===== src/rtl/output_buffer_pp.sv =====
// Ping-pong output feature-map buffer: pixel-wide writes into one frame bank while the
// other bank drains one element per beat in channel-planar order.
module output_buffer_pp #(
    parameter int DATA_WIDTH   = 8,
    parameter int OUT_CHANNELS = 3,
    parameter int IN_WIDTH     = 5,
    parameter int IN_HEIGHT    = 5,
    parameter     RAM_STYLE    = "auto"
) (
    input  logic                               clk,
    input  logic                               rst,
    input  logic [DATA_WIDTH*OUT_CHANNELS-1:0] wr_data,
    input  logic                               wr_valid,
    output logic                               wr_ready,
    output logic [DATA_WIDTH-1:0]              rd_data,
    output logic                               rd_valid,
    input  logic                               rd_ready,
    output logic                               rd_last,
    output logic [1:0]                         buf_count
);

    localparam int P  = IN_WIDTH * IN_HEIGHT;
    localparam int PW = (P > 1) ? $clog2(P) : 1;
    localparam int CW = (OUT_CHANNELS > 1) ? $clog2(OUT_CHANNELS) : 1;
    localparam logic [PW-1:0] PIX_LAST = PW'(P - 1);
    localparam logic [CW-1:0] CH_LAST  = CW'(OUT_CHANNELS - 1);

    if (OUT_CHANNELS < 1 || P < 2 || RAM_STYLE == "") begin : g_param_check
        $error("output_buffer_pp: invalid parameters");
    end

    (* ram_style = RAM_STYLE *) logic [DATA_WIDTH-1:0] mem [2][OUT_CHANNELS][P];

    logic [1:0]    full;
    logic          wr_bank;
    logic          rd_bank;
    logic [PW-1:0] wr_pix;
    logic [CW-1:0] rd_ch;
    logic [PW-1:0] rd_pix;
    logic          wr_fire;
    logic          issue;

    assign wr_ready  = !rst && !full[wr_bank];
    assign wr_fire   = wr_valid && wr_ready;
    assign issue     = full[rd_bank] && (!rd_valid || rd_ready);
    assign buf_count = {1'b0, full[0]} + {1'b0, full[1]};

    // Storage only; contents survive reset.
    always_ff @(posedge clk) begin
        if (wr_fire) begin
            for (int unsigned c = 0; c < OUT_CHANNELS; c++) begin
                mem[wr_bank][CW'(c)][wr_pix] <= wr_data[c*DATA_WIDTH +: DATA_WIDTH];
            end
        end
    end

    always_ff @(posedge clk) begin
        if (rst) begin
            full     <= '0;
            wr_bank  <= 1'b0;
            rd_bank  <= 1'b0;
            wr_pix   <= '0;
            rd_ch    <= '0;
            rd_pix   <= '0;
            rd_valid <= 1'b0;
            rd_last  <= 1'b0;
            rd_data  <= '0;
        end else begin
            if (wr_fire) begin
                if (wr_pix == PIX_LAST) begin
                    wr_pix        <= '0;
                    full[wr_bank] <= 1'b1;
                    wr_bank       <= ~wr_bank;
                end else begin
                    wr_pix <= wr_pix + 1'b1;
                end
            end
            // Completing and freeing always target different banks, so both bit updates stand.
            if (issue) begin
                rd_data  <= mem[rd_bank][rd_ch][rd_pix];
                rd_last  <= (rd_ch == CH_LAST) && (rd_pix == PIX_LAST);
                rd_valid <= 1'b1;
                if (rd_pix == PIX_LAST) begin
                    rd_pix <= '0;
                    if (rd_ch == CH_LAST) begin
                        rd_ch         <= '0;
                        full[rd_bank] <= 1'b0;
                        rd_bank       <= ~rd_bank;
                    end else begin
                        rd_ch <= rd_ch + 1'b1;
                    end
                end else begin
                    rd_pix <= rd_pix + 1'b1;
                end
            end else if (rd_ready) begin
                rd_valid <= 1'b0;
            end
        end
    end

endmodule


===== config.mk =====
export PLATFORM = sky130hd
export DESIGN_NAME = output_buffer_pp
export DESIGN_NICKNAME = d
export VERILOG_FILES = /design/src/rtl/output_buffer_pp.sv
export SDC_FILE = /design/constraint.sdc
export NUM_CORES = 1
export LEC_CHECK = 0
export CAP_MARGIN = 30
export CORE_UTILIZATION = 35
export CTS_BUF_LIST = sky130_fd_sc_hd__clkbuf_4
export CTS_CLUSTER_SIZE = 25
export DETAILED_ROUTE_END_ITERATION = 10
export PLACE_DENSITY_LB_ADDON = 0.2
export SLEW_MARGIN = 20
export SYNTH_ARGS = -nofsm -noshare
export SYNTH_HDL_FRONTEND = slang
export SYNTH_SLANG_ARGS = --single-unit

===== constraint.sdc =====
create_clock -name clk -period 5.14 [get_ports clk]
set_input_delay 0.771 -clock clk [delete_from_list [all_inputs] [get_ports clk]]
set_output_delay 0.771 -clock clk [all_outputs]
set_load 0.05 [all_outputs]

## Yosys cells after proc, flatten, opt, wreduce, memory -nomap -nowiden

Memories as Yosys holds them, arrays and structs flattened. A register that Yosys moved wholly into a read port is not among the register bits.
Index checks and enable logic that the tools add are counted.

- Flip-flop bits (word level): 26
- Bits in latches: 0
- RAM bits: 1200
- Memory bits (read-only): 0
- Input port bits: 28
- Memories kept: 1

Memory list:

| memory | words | bits a word | rd ports | clocked after Yosys merged registers in | write ports | line | source |
|---|---|---|---|---|---|---|---|
| mem | 2 | 600 | 1 | 1 | 1 | 32 | `(* ram_style = RAM_STYLE *) logic [DATA_WIDTH-1:0] mem [2][OUT_CHANNELS][P];` |

- $add $sub $neg: 4
- Multiply operators: 0
- Divide/modulo/power cells: 0
- $lt $le $gt $ge: 8
- Equal/unequal tests: 3
- Shift-type cells: 0
- Mux-type cells: 31
- Bitwise logic cells: 8
- Reduce and logical (&&, ||, !) cells: 15

Operator list:

| operator | number |
|---|---|
| two-way mux 200 bit | 3 |
| binary-select mux 200 bit (select 2 bit) | 1 |
| binary-select mux 8 bit (select 5 bit) | 1 |
| demux 8 bit (select 5 bit) | 1 |
| two-way mux 8 bit | 3 |
| two-way mux 2 bit | 7 |
| >= comparator 6 bit, second input constant | 2 |
| inverter 5 -> 6 bit | 2 |
| two-way mux 1 bit | 11 |
| adder 5 x 1 -> 5 bit, second input constant | 2 |
| == test 5 bit, second input constant | 2 |
| two-way mux 5 bit | 2 |
| logical AND 1 bit | 7 |
| < comparator 6 x 1 -> 1 bit, second input constant | 1 |
| < comparator 1 x 2 -> 1 bit, second input constant | 2 |
| AND reduction 2 bit | 2 |
| >= comparator 3 bit, second input constant | 1 |
| zero test 1 bit | 3 |
| inverter 2 -> 3 bit | 1 |
| AND reduction 3 bit | 1 |
| adder 1 x 1 -> 2 bit | 1 |
| adder 2 x 1 -> 2 bit, second input constant | 1 |
| bitwise AND 2 bit | 1 |
| demux 1 bit (select 1 bit) | 2 |
| other kinds (7) | 9 |

## Logic depth before layout (Yosys ltp)

Gate-level depths: netlist of the first run.

- Word-level depth: 12
- Mapped depth: 13
- Depth with buffers taken out: 7

## Least setup slack after synthesis of the first run

OpenSTA, ideal clock, no wires.

- Path kind: input port to flip-flop
- Start point: input port rst
- End point: memory mem[0][0] in the netlist's numbering, enable pin
- Setup time: 0.437 ns
- Arrival time: 4.384 ns
- Data required time: 4.703 ns
- Slack: 0.318 ns
- Stages on the path: 4
- Cell sequence: clkbuf_1 > a211oi_1 > nand2_1 > nor3_1

- Word-level cells in the longest chain between the ends: 5

RTL lines:

| item | line | source |
|---|---|---|
| start, declared | 11 | `input logic rst,` |
| zero test 1 bit | 43 | `assign wr_ready = !rst && !full[wr_bank];` |
| logical AND 1 bit | 43 |  |
| named net wr_ready | 14 | `output logic wr_ready,` |
| logical AND 1 bit | 44 | `assign wr_fire = wr_valid && wr_ready;` |
| two-way mux 1 bit | 50 | `if (wr_fire) begin` |
| two-way mux 200 bit (implied by the code) | 52 | `mem[wr_bank][CW'(c)][wr_pix] <= wr_data[c*DATA_WIDTH +: DATA_WIDTH];` |
| end, declared | 32 |  |

The timed path passes the listed nets, and every way through them passes these cells.

## Worst setup path in the final report of the first run

- Start point: register rd_ch[1]
- End point: register rd_data[1]

- Word-level cells in the longest chain between the ends: 7

RTL lines:

| item | line | source |
|---|---|---|
| start, declared | 38 | `logic [CW-1:0] rd_ch;` |
| start signal, assigned | 90 | `rd_ch <= rd_ch + 1'b1;` |
| inverter 2 -> 3 bit (implied by the code) | 80 | `rd_data <= mem[rd_bank][rd_ch][rd_pix];` |
| binary-select mux 200 bit (select 2 bit) | 80 |  |
| two-way mux 200 bit (implied by the code) (2 in a row) | 80 |  |
| binary-select mux 8 bit (select 5 bit) | 80 |  |
| two-way mux 8 bit (implied by the code) (2 in a row) | 80 |  |
| end signal, assigned | 80 |  |
| end, declared | 15 | `output logic [DATA_WIDTH-1:0] rd_data,` |

No other way between the ends. The select of a mux whose other input is x is not followed.
A chain may end at the register's enable or synchronous reset.

==> results.md, run 1 <==
* Outcome: complete, no violations
* Clk slew on worst S/H paths at around 0.08 ns
* CP Capture Type: flop
* Area grow syn2layout at 13.7%
* Max-Slew Margin vs Limit at 32.1%
* Hold depth at 1
* Row Count at 136
* DRC viols at 0
* GRT Total Usage at between 20% and 30%
* DRT antenna net count at 0
* Placer Congestion at 0.854
* CTS Sinks at 1,227
* Tightest Hold Check Type: in -> reg
* Post-DP HPWL at 83,800 um
* Die Wd at 375 um
* Commonest non-fill, non-tap cell in the layout: edfxtp_1
* Unrepaired setup endpoints after global routing: false
* Post-CTS Setup Bufs at 0
* Final cell count without fillers at roughly 5,200
* H-tree depth at 5
* Starting Density at 35.4%
* DR WL/cell at 28.6 um
* Post-synth EDFFs at ~1,200
* Multi-input gate area at 11,100 um^2
* Drt pass-1 iters at 6
* Fin nets at 3,191
* Post-Syn Instances at 2,843
* Yosys warning total at 0
* Core Area at 138,000 um^2
* Buffers on Ports at 40
* Global-route wire length before repair at 211,000 um
* DP Area at around 51,000 um^2
* CP Max Fanout at 50
* Vias in the first global route at 29,500
* CP Launch Type: flop
* Fill cell count at 12,700
* Reg-to-Reg Start: rd_ch[1]$_SDFFE_PP0P_
* Reg2reg setup slack at 1.23 ns
* Ratio of cells with drive above 1 in the final layout at 27.9%
* Max Root-Sink Buffers at 4
* Initial antenna violation count at 14
* Asr flop ratio synth at 0%
* MaxCap Viol Count at 0
* Design Area, Final at 55,500 um^2
* Crit Path Category: reg -> reg
* Mapped Area at roughly 49,000 um^2
* Post-synth cell types at 68
* Top_reg_cell synth: edfxtp_1
* Slew Viols, Final at 0
* Avg Cell Area, Syn at 17.2 um^2
* Period utilization at roughly 76%
* Syn_nets at 2,878
* Tmin final at a little under 4 ns
* Die ar. at 141,000 um^2
* Vias per cell at around 5.6
* Clock root cell: clkbuf_4
* Setup TNS at 0 ns
* Max Freq at about 260 MHz
* CP arrival at around 5.0 ns
* Register-to-Register Path Depth at 7
* Sequential area share after synthesis at 75.0%
* Hold Crit Start: wr_data[16]
* Power per cell area at 357 nW/um^2
* Clk_skew at 0.0842 ns
* TritonCTS buffer count at 338
* Worst Hold Path EP: mem[1][88]$_DFFE_PP_
* Worst-Margin Slew at between 1 and 1.5 ns
* CTS tree: done
* Critical Path RT at 6.24 ns
* R2r endpoint: rd_data[1]$_SDFFE_PP0N_
* Maximum vdd ir drop at 0.000199 V
* Drt initial violations at 3,103
* Final Hold Fails at 0
* Total wire length at 148,000 um
* Largest net degree at the start of global routing at between 100 and 150
* Register area at between 30,000 and 40,000 um^2
* Grt total ovfl at 0
* Clk Latency, worst-skew pair at 1.23 ns
* Core Util, Final at 40.2%
* Vias at 29,000
* Die height at about 380 um
* Total power at 19.8 mW
* Pleak at 17.0 nW
* Setup-failing EPs final at 0
* Placed insts at 4,606
* Top-level I/O count at 41
* Most frequent cells in the layout: edfxtp_1, clkbuf_4, mux2i_1
* Synthesis-stage register bit count at 1,227
[metrics by stage]
stage	worst slack (ns)	hold slack, ns
2_1_floorplan	0.318	0.482
3_5_place_dp	1.24	0.501
5_1_grt	1.14	0.0243
6_report	1.23	0.116
4_1_cts	1.20	0.00658
3_3_place_gp	1.19	0.494
[how the worst max path moves through the flow]
stage | from | endpoint | slack, ns | depth (start not counted)
3_3_place_gp | flop | rd_data[1]$_SDFFE_PP0N_ | 1.19 | 8
6_report | rd_ch[1]$_SDFFE_PP0P_ | rd_data[1]$_SDFFE_PP0N_ | 1.23 | 7
5_1_grt | rd_ch[1]$_SDFFE_PP0P_ | rd_data[1]$_SDFFE_PP0N_ | 1.14 | 7
3_5_place_dp | rd_ch[1]$_SDFFE_PP0P_ | rd_data[1]$_SDFFE_PP0N_ | 1.24 | 7
2_1_floorplan | rst | mem[0][0]$_DFFE_PP_ | 0.32 | 4
4_1_cts | rd_ch[1]$_SDFFE_PP0P_ | rd_data[1]$_SDFFE_PP0N_ | 1.20 | 7
[synth_stat cells, types with 12 or more instances]
master,count,area [um^2]
buf_4,33,248
a31oi_1,16,100
o21ai_0,129,646
a21oi_1,155,776
edfxtp_1,1200,36000
nor3_1,33,165
nand2_1,83,312
mux2_2,162,1820
a211oi_1,21,158
a221o_1,42,420
dfxtp_1,27,541
a221oi_1,128,1120
mux2i_1,238,2380
nand3_1,38,190
buf_2,65,325
buf_1,12,45.0
clkbuf_1,52,195
o2bb2ai_1,12,105
nor2_1,145,544
or3_1,17,106
buf_6,23,259
mux4_2,32,721
[what timing repair did]
action                    CTS  global route
hold buffers                4             0
resized for setup           0             0
hold endpoints to repair   19             0
[cells by family (layout without fill, tap and decap cells)]
family / after synthesis / count (layout) / share of synthesized area [%]
flip-flops: 1227 / 1227 / 75.0
AO/OA/AOI/OAI: 602 / 602 / 8.59
multiplexers: 435 / 435 / 10.2
AND/OR/NAND/NOR: 357 / 357 / 3.28
buffers and inverters: 205 / 740 / 2.63
XOR/XNOR: 10 / 10 / 0.179
adder cells (fa/ha/maj): 7 / 7 / 0.179
other: 0 / 9 / 0
[sequential cells by signal (all words and copies together), names as in the netlist, named ones only]
name	flops
rd_last	1
rd_bank	1
wr_pix	5
rd_valid	1
full	2
wr_bank	1
rd_ch	2
rd_data	8
mem	1200
rd_pix	5
[critical path, stage by stage (launching register included)]
cell       delay [ns]
dfxtp_4          0.64
and2b_4          0.75
buf_4            0.53
a221oi_1         0.21
o311ai_0         0.65
a211oi_1         0.18
a311o_1          0.49
a2111oi_2        0.33
[power breakdown]
group | total (mW) | internal (mW) | switching (mW)
Clock | 8.44 | 4.52 | 3.92
Combinational | 0.362 | 0.0421 | 0.320
Sequential | 11.0 | 11.0 | 0.00494
[metal layers]
layer	wire length (um)	vias up	GRT usage, %
met5	12	-	0
met4	4070	2	7.66
met3	10200	261	3.96
met2	71400	1277	33.7
met1	62500	15100	28.0
li1	-	12300	-
[final cells by class]
| type | count | share of cell area [%] |
|---|---|---|
| repair buffers | 169 | 2.57 |
| flip-flops and latches | 1227 | 66.0 |
| clock buffers | 494 | 6.69 |
| well taps | 1794 | 4.05 |
| diodes | 9 | 0.0406 |
| inverters | 9 | 0.0744 |
| clock inverters | 68 | 0.650 |
| multi-input cells | 1411 | 20.0 |
Note: power is estimated with default switching activity, not from simulation.
==> run 2: changes to the inputs <==
==> constraint.sdc (replaced) <==
create_clock -name clk -period 3.6 [get_ports clk]
set_input_delay 0.54 -clock clk [delete_from_list [all_inputs] [get_ports clk]]
set_output_delay 0.54 -clock clk [all_outputs]
set_load 0.05 [all_outputs]
==> run 2 against run 1 <==
Compared with the run above:
- via count up 1.7%
- first-iteration DRC count down 14%
- worst hold slack better by 0.069 ns
- critical path depth up 1
==> results.md, run 2 (synthesis results as in run 1) <==
* Max-Slew Margin vs Limit at 33.5% (was 32.1%)
* Initial antenna violation count at 6 (was 14)
* CP Max Fanout at 30 (was 50)
* Most frequent cells in the layout: edfxtp_1, clkbuf_4, mux2i_1 (unchanged)
* Vias in the first global route at 30,300 (was 29,500)
* H-tree depth at 5 (unchanged)
* DR WL/cell at 28.2 um (was 28.6 um)
* Slew Viols, Final at 0 (unchanged)
* Crit Path Category: reg -> reg (unchanged)
* Total power at 28.5 mW (was 19.8 mW)
* Tightest Hold Check Type: in -> reg (unchanged)
* Power per cell area at 501 nW/um^2 (was 357 nW/um^2)
* Maximum vdd ir drop at 0.000305 V (was 0.000199 V)
* Tmin final at 3.54 ns (was 3.91 ns)
* DRC viols at 0 (unchanged)
* Vias at 29,500 (was 29,000)
* CTS Sinks at 1,227 (unchanged)
* Die height at 375 um (unchanged)
* CP most frequent cell: buf_4
* CTS tree: done (unchanged)
* Slowest stage delay, CP at 0.68 ns (was 0.75 ns)
* Grt total ovfl at 0 (unchanged)
* Hold Buf Count CTS at 26 (was 4)
* DRT antenna net count at 0 (unchanged)
* Final Hold Fails at 0 (unchanged)
* Post-CTS Setup Bufs at 0 (unchanged)
* PostCTS Resize Cnt at 0 (unchanged)
* Drt initial violations at 2,682 (was 3,103)
* Period utilization at 98.3% (was 76.1%)
* Row Count at 136 (unchanged)
* Buffers on Ports at 40 (unchanged)
* Largest net degree at the start of global routing at 71 (was 141)
* MaxCap Viol Count at 0 (unchanged)
* Multi-input gate area at 11,100 um^2 (about the same)
* Fin nets at 3,332 (was 3,191)
* Clk Latency, worst-skew pair at 1.22 ns (was 1.23 ns)
* Commonest non-fill, non-tap cell in the layout: edfxtp_1 (unchanged)
* Crit path max-delay family: compound AO/OA/AOI/OAI gates (unchanged)
* Core Area at 138,000 um^2 (unchanged)
* Max Root-Sink Buffers at 4 (unchanged)
* Worst path cell trace: and2b_4, buf_4, a221oi_1, o311ai_0, buf_4, a211oi_1, a311o_1, a2111oi_2 (was and2b_4, buf_4, a221oi_1, o311ai_0, a211oi_1, a311o_1, a2111oi_2)
* Placed insts at 4,722 (was 4,606)
* Largest register FFs at 1,200 (unchanged)
* Post-DP HPWL at 91,400 um (was 83,800 um)
* Max Freq at 282 MHz (was 256 MHz)
* CP arrival at 4.66 ns (was 5.01 ns)
* Design Area, Final at 56,900 um^2 (was 55,500 um^2)
* Outcome: complete, no violations (unchanged)
* Setup TNS at 0 ns (unchanged)
* CP Capture Type: flop (unchanged)
* Die ar. at 141,000 um^2 (unchanged)
* Clk_skew at 0.0910 ns (was 0.0842 ns)
* Largest regs: mem: 1200 flops, rd_data: 8 flops (unchanged)
* Final cell count without fillers at 5,319 (was 5,181)
* Buffers and inverters on the worst path at 2 (was 1)
* Reg2reg setup slack at 0.06 ns (was 1.23 ns)
* CP Launch Type: flop (unchanged)
* DP Area at 52,500 um^2 (was 51,300 um^2)
* Area grow syn2layout at 16.5% (was 13.7%)
* Worst-Margin Slew at 0.998 ns (was 1.02 ns)
* Fill cell count at 12,600 (was 12,700)
* Global-route wire length before repair at 215,000 um (was 211,000 um)
* TritonCTS buffer count at 340 (was 338)
* Clock root cell: clkbuf_4 (unchanged)
* Vias per cell at 5.54 (was 5.59)
* Die Wd at 375 um (unchanged)
* GRT Total Usage at 21.2% (was 20.9%)
* Min Hold Slack at 0.185 ns (was 0.116 ns)
* Crit-path slowest cell: and2b_4 (unchanged)
* Placer Congestion at 0.874 (was 0.854)
* Register area at 36,600 um^2 (unchanged)
* Unrepaired setup endpoints after global routing: false (unchanged)
* Drt pass-1 iters at 6 (unchanged)
* Ratio of cells with drive above 1 in the final layout at 29.8% (was 27.9%)
* Setup-failing EPs final at 0 (unchanged)
* Critical Path RT at 4.72 ns (was 6.24 ns)
* Clk slew on worst S/H paths at 0.07 ns (was 0.08 ns)
* Pleak at 17.8 nW (was 17.0 nW)
* Starting Density at 35.4% (unchanged)
* Reg with most FFs: mem (unchanged)
* Top-level I/O count at 41 (unchanged)
* Total wire length at 150,000 um (was 148,000 um)
run 2: changes by cell type in the layout (fill, tap and decap cells not counted), sizes merged, moves of 2 or more:
cell and change:
bufinv +2, clkbuf -5, buf +118, dlygate4sd3 +22
inv -5, clkinv +11, diode -3
run 2: metrics by stage:
stage,util (%),worst slack (ns)
final,41.3,0.0598
after CTS,41.2,0.125
after detailed placement,38.1,0.0966
after floorplan,-,-0.0106
after global placement,38.0,0.149
after global routing,41.2,0.0242
run 2: cell type report:
cell class / instances / share of cell area [%]
sequential: 1227 / 64.3
multi-input combinational: 1411 / 19.5
clock buffer: 489 / 6.46
timing repair buffer: 308 / 4.89
tap: 1794 / 3.95
clock inverter: 75 / 0.759
inverter: 9 / 0.0726
antenna: 6 / 0.0264
run 2: per-layer routing:
layer  wire (um)  global-route usage [%]
met3       10600                    4.64
met4        3450                    6.97
met2       72800                    34.5
met5           0                       0
met1       63400                    28.1
run 2: path summary, 6_finish.rpt:
path,cells past startpoint,end,from
max,8,rd_data[6]$_SDFFE_PP0N_,rd_ch[0]$_SDFFE_PP0P_
min,4,wr_pix[1]$_SDFFE_PP0N_,wr_valid
max reg2reg,8,rd_data[6]$_SDFFE_PP0N_,rd_ch[0]$_SDFFE_PP0P_
min reg2reg,2,wr_pix[1]$_SDFFE_PP0N_,wr_pix[1]$_SDFFE_PP0N_
run 2: power by group:
part           switching (mW)  internal, mW  total (mW)
combinational           0.439         0.104       0.543
clock                    5.68          6.54        12.2
sequential            0.00702          15.7        15.7
total                    6.13          22.3        28.5
run 2: worst register-to-register path, stage by stage (launching register included):
cell and delay (ns):
dfxtp_4 0.45, and2b_4 0.69, buf_4 0.40, a221oi_1 0.15
o311ai_0 0.67, buf_4 0.23, a211oi_1 0.07, a311o_1 0.50
a2111oi_2 0.33
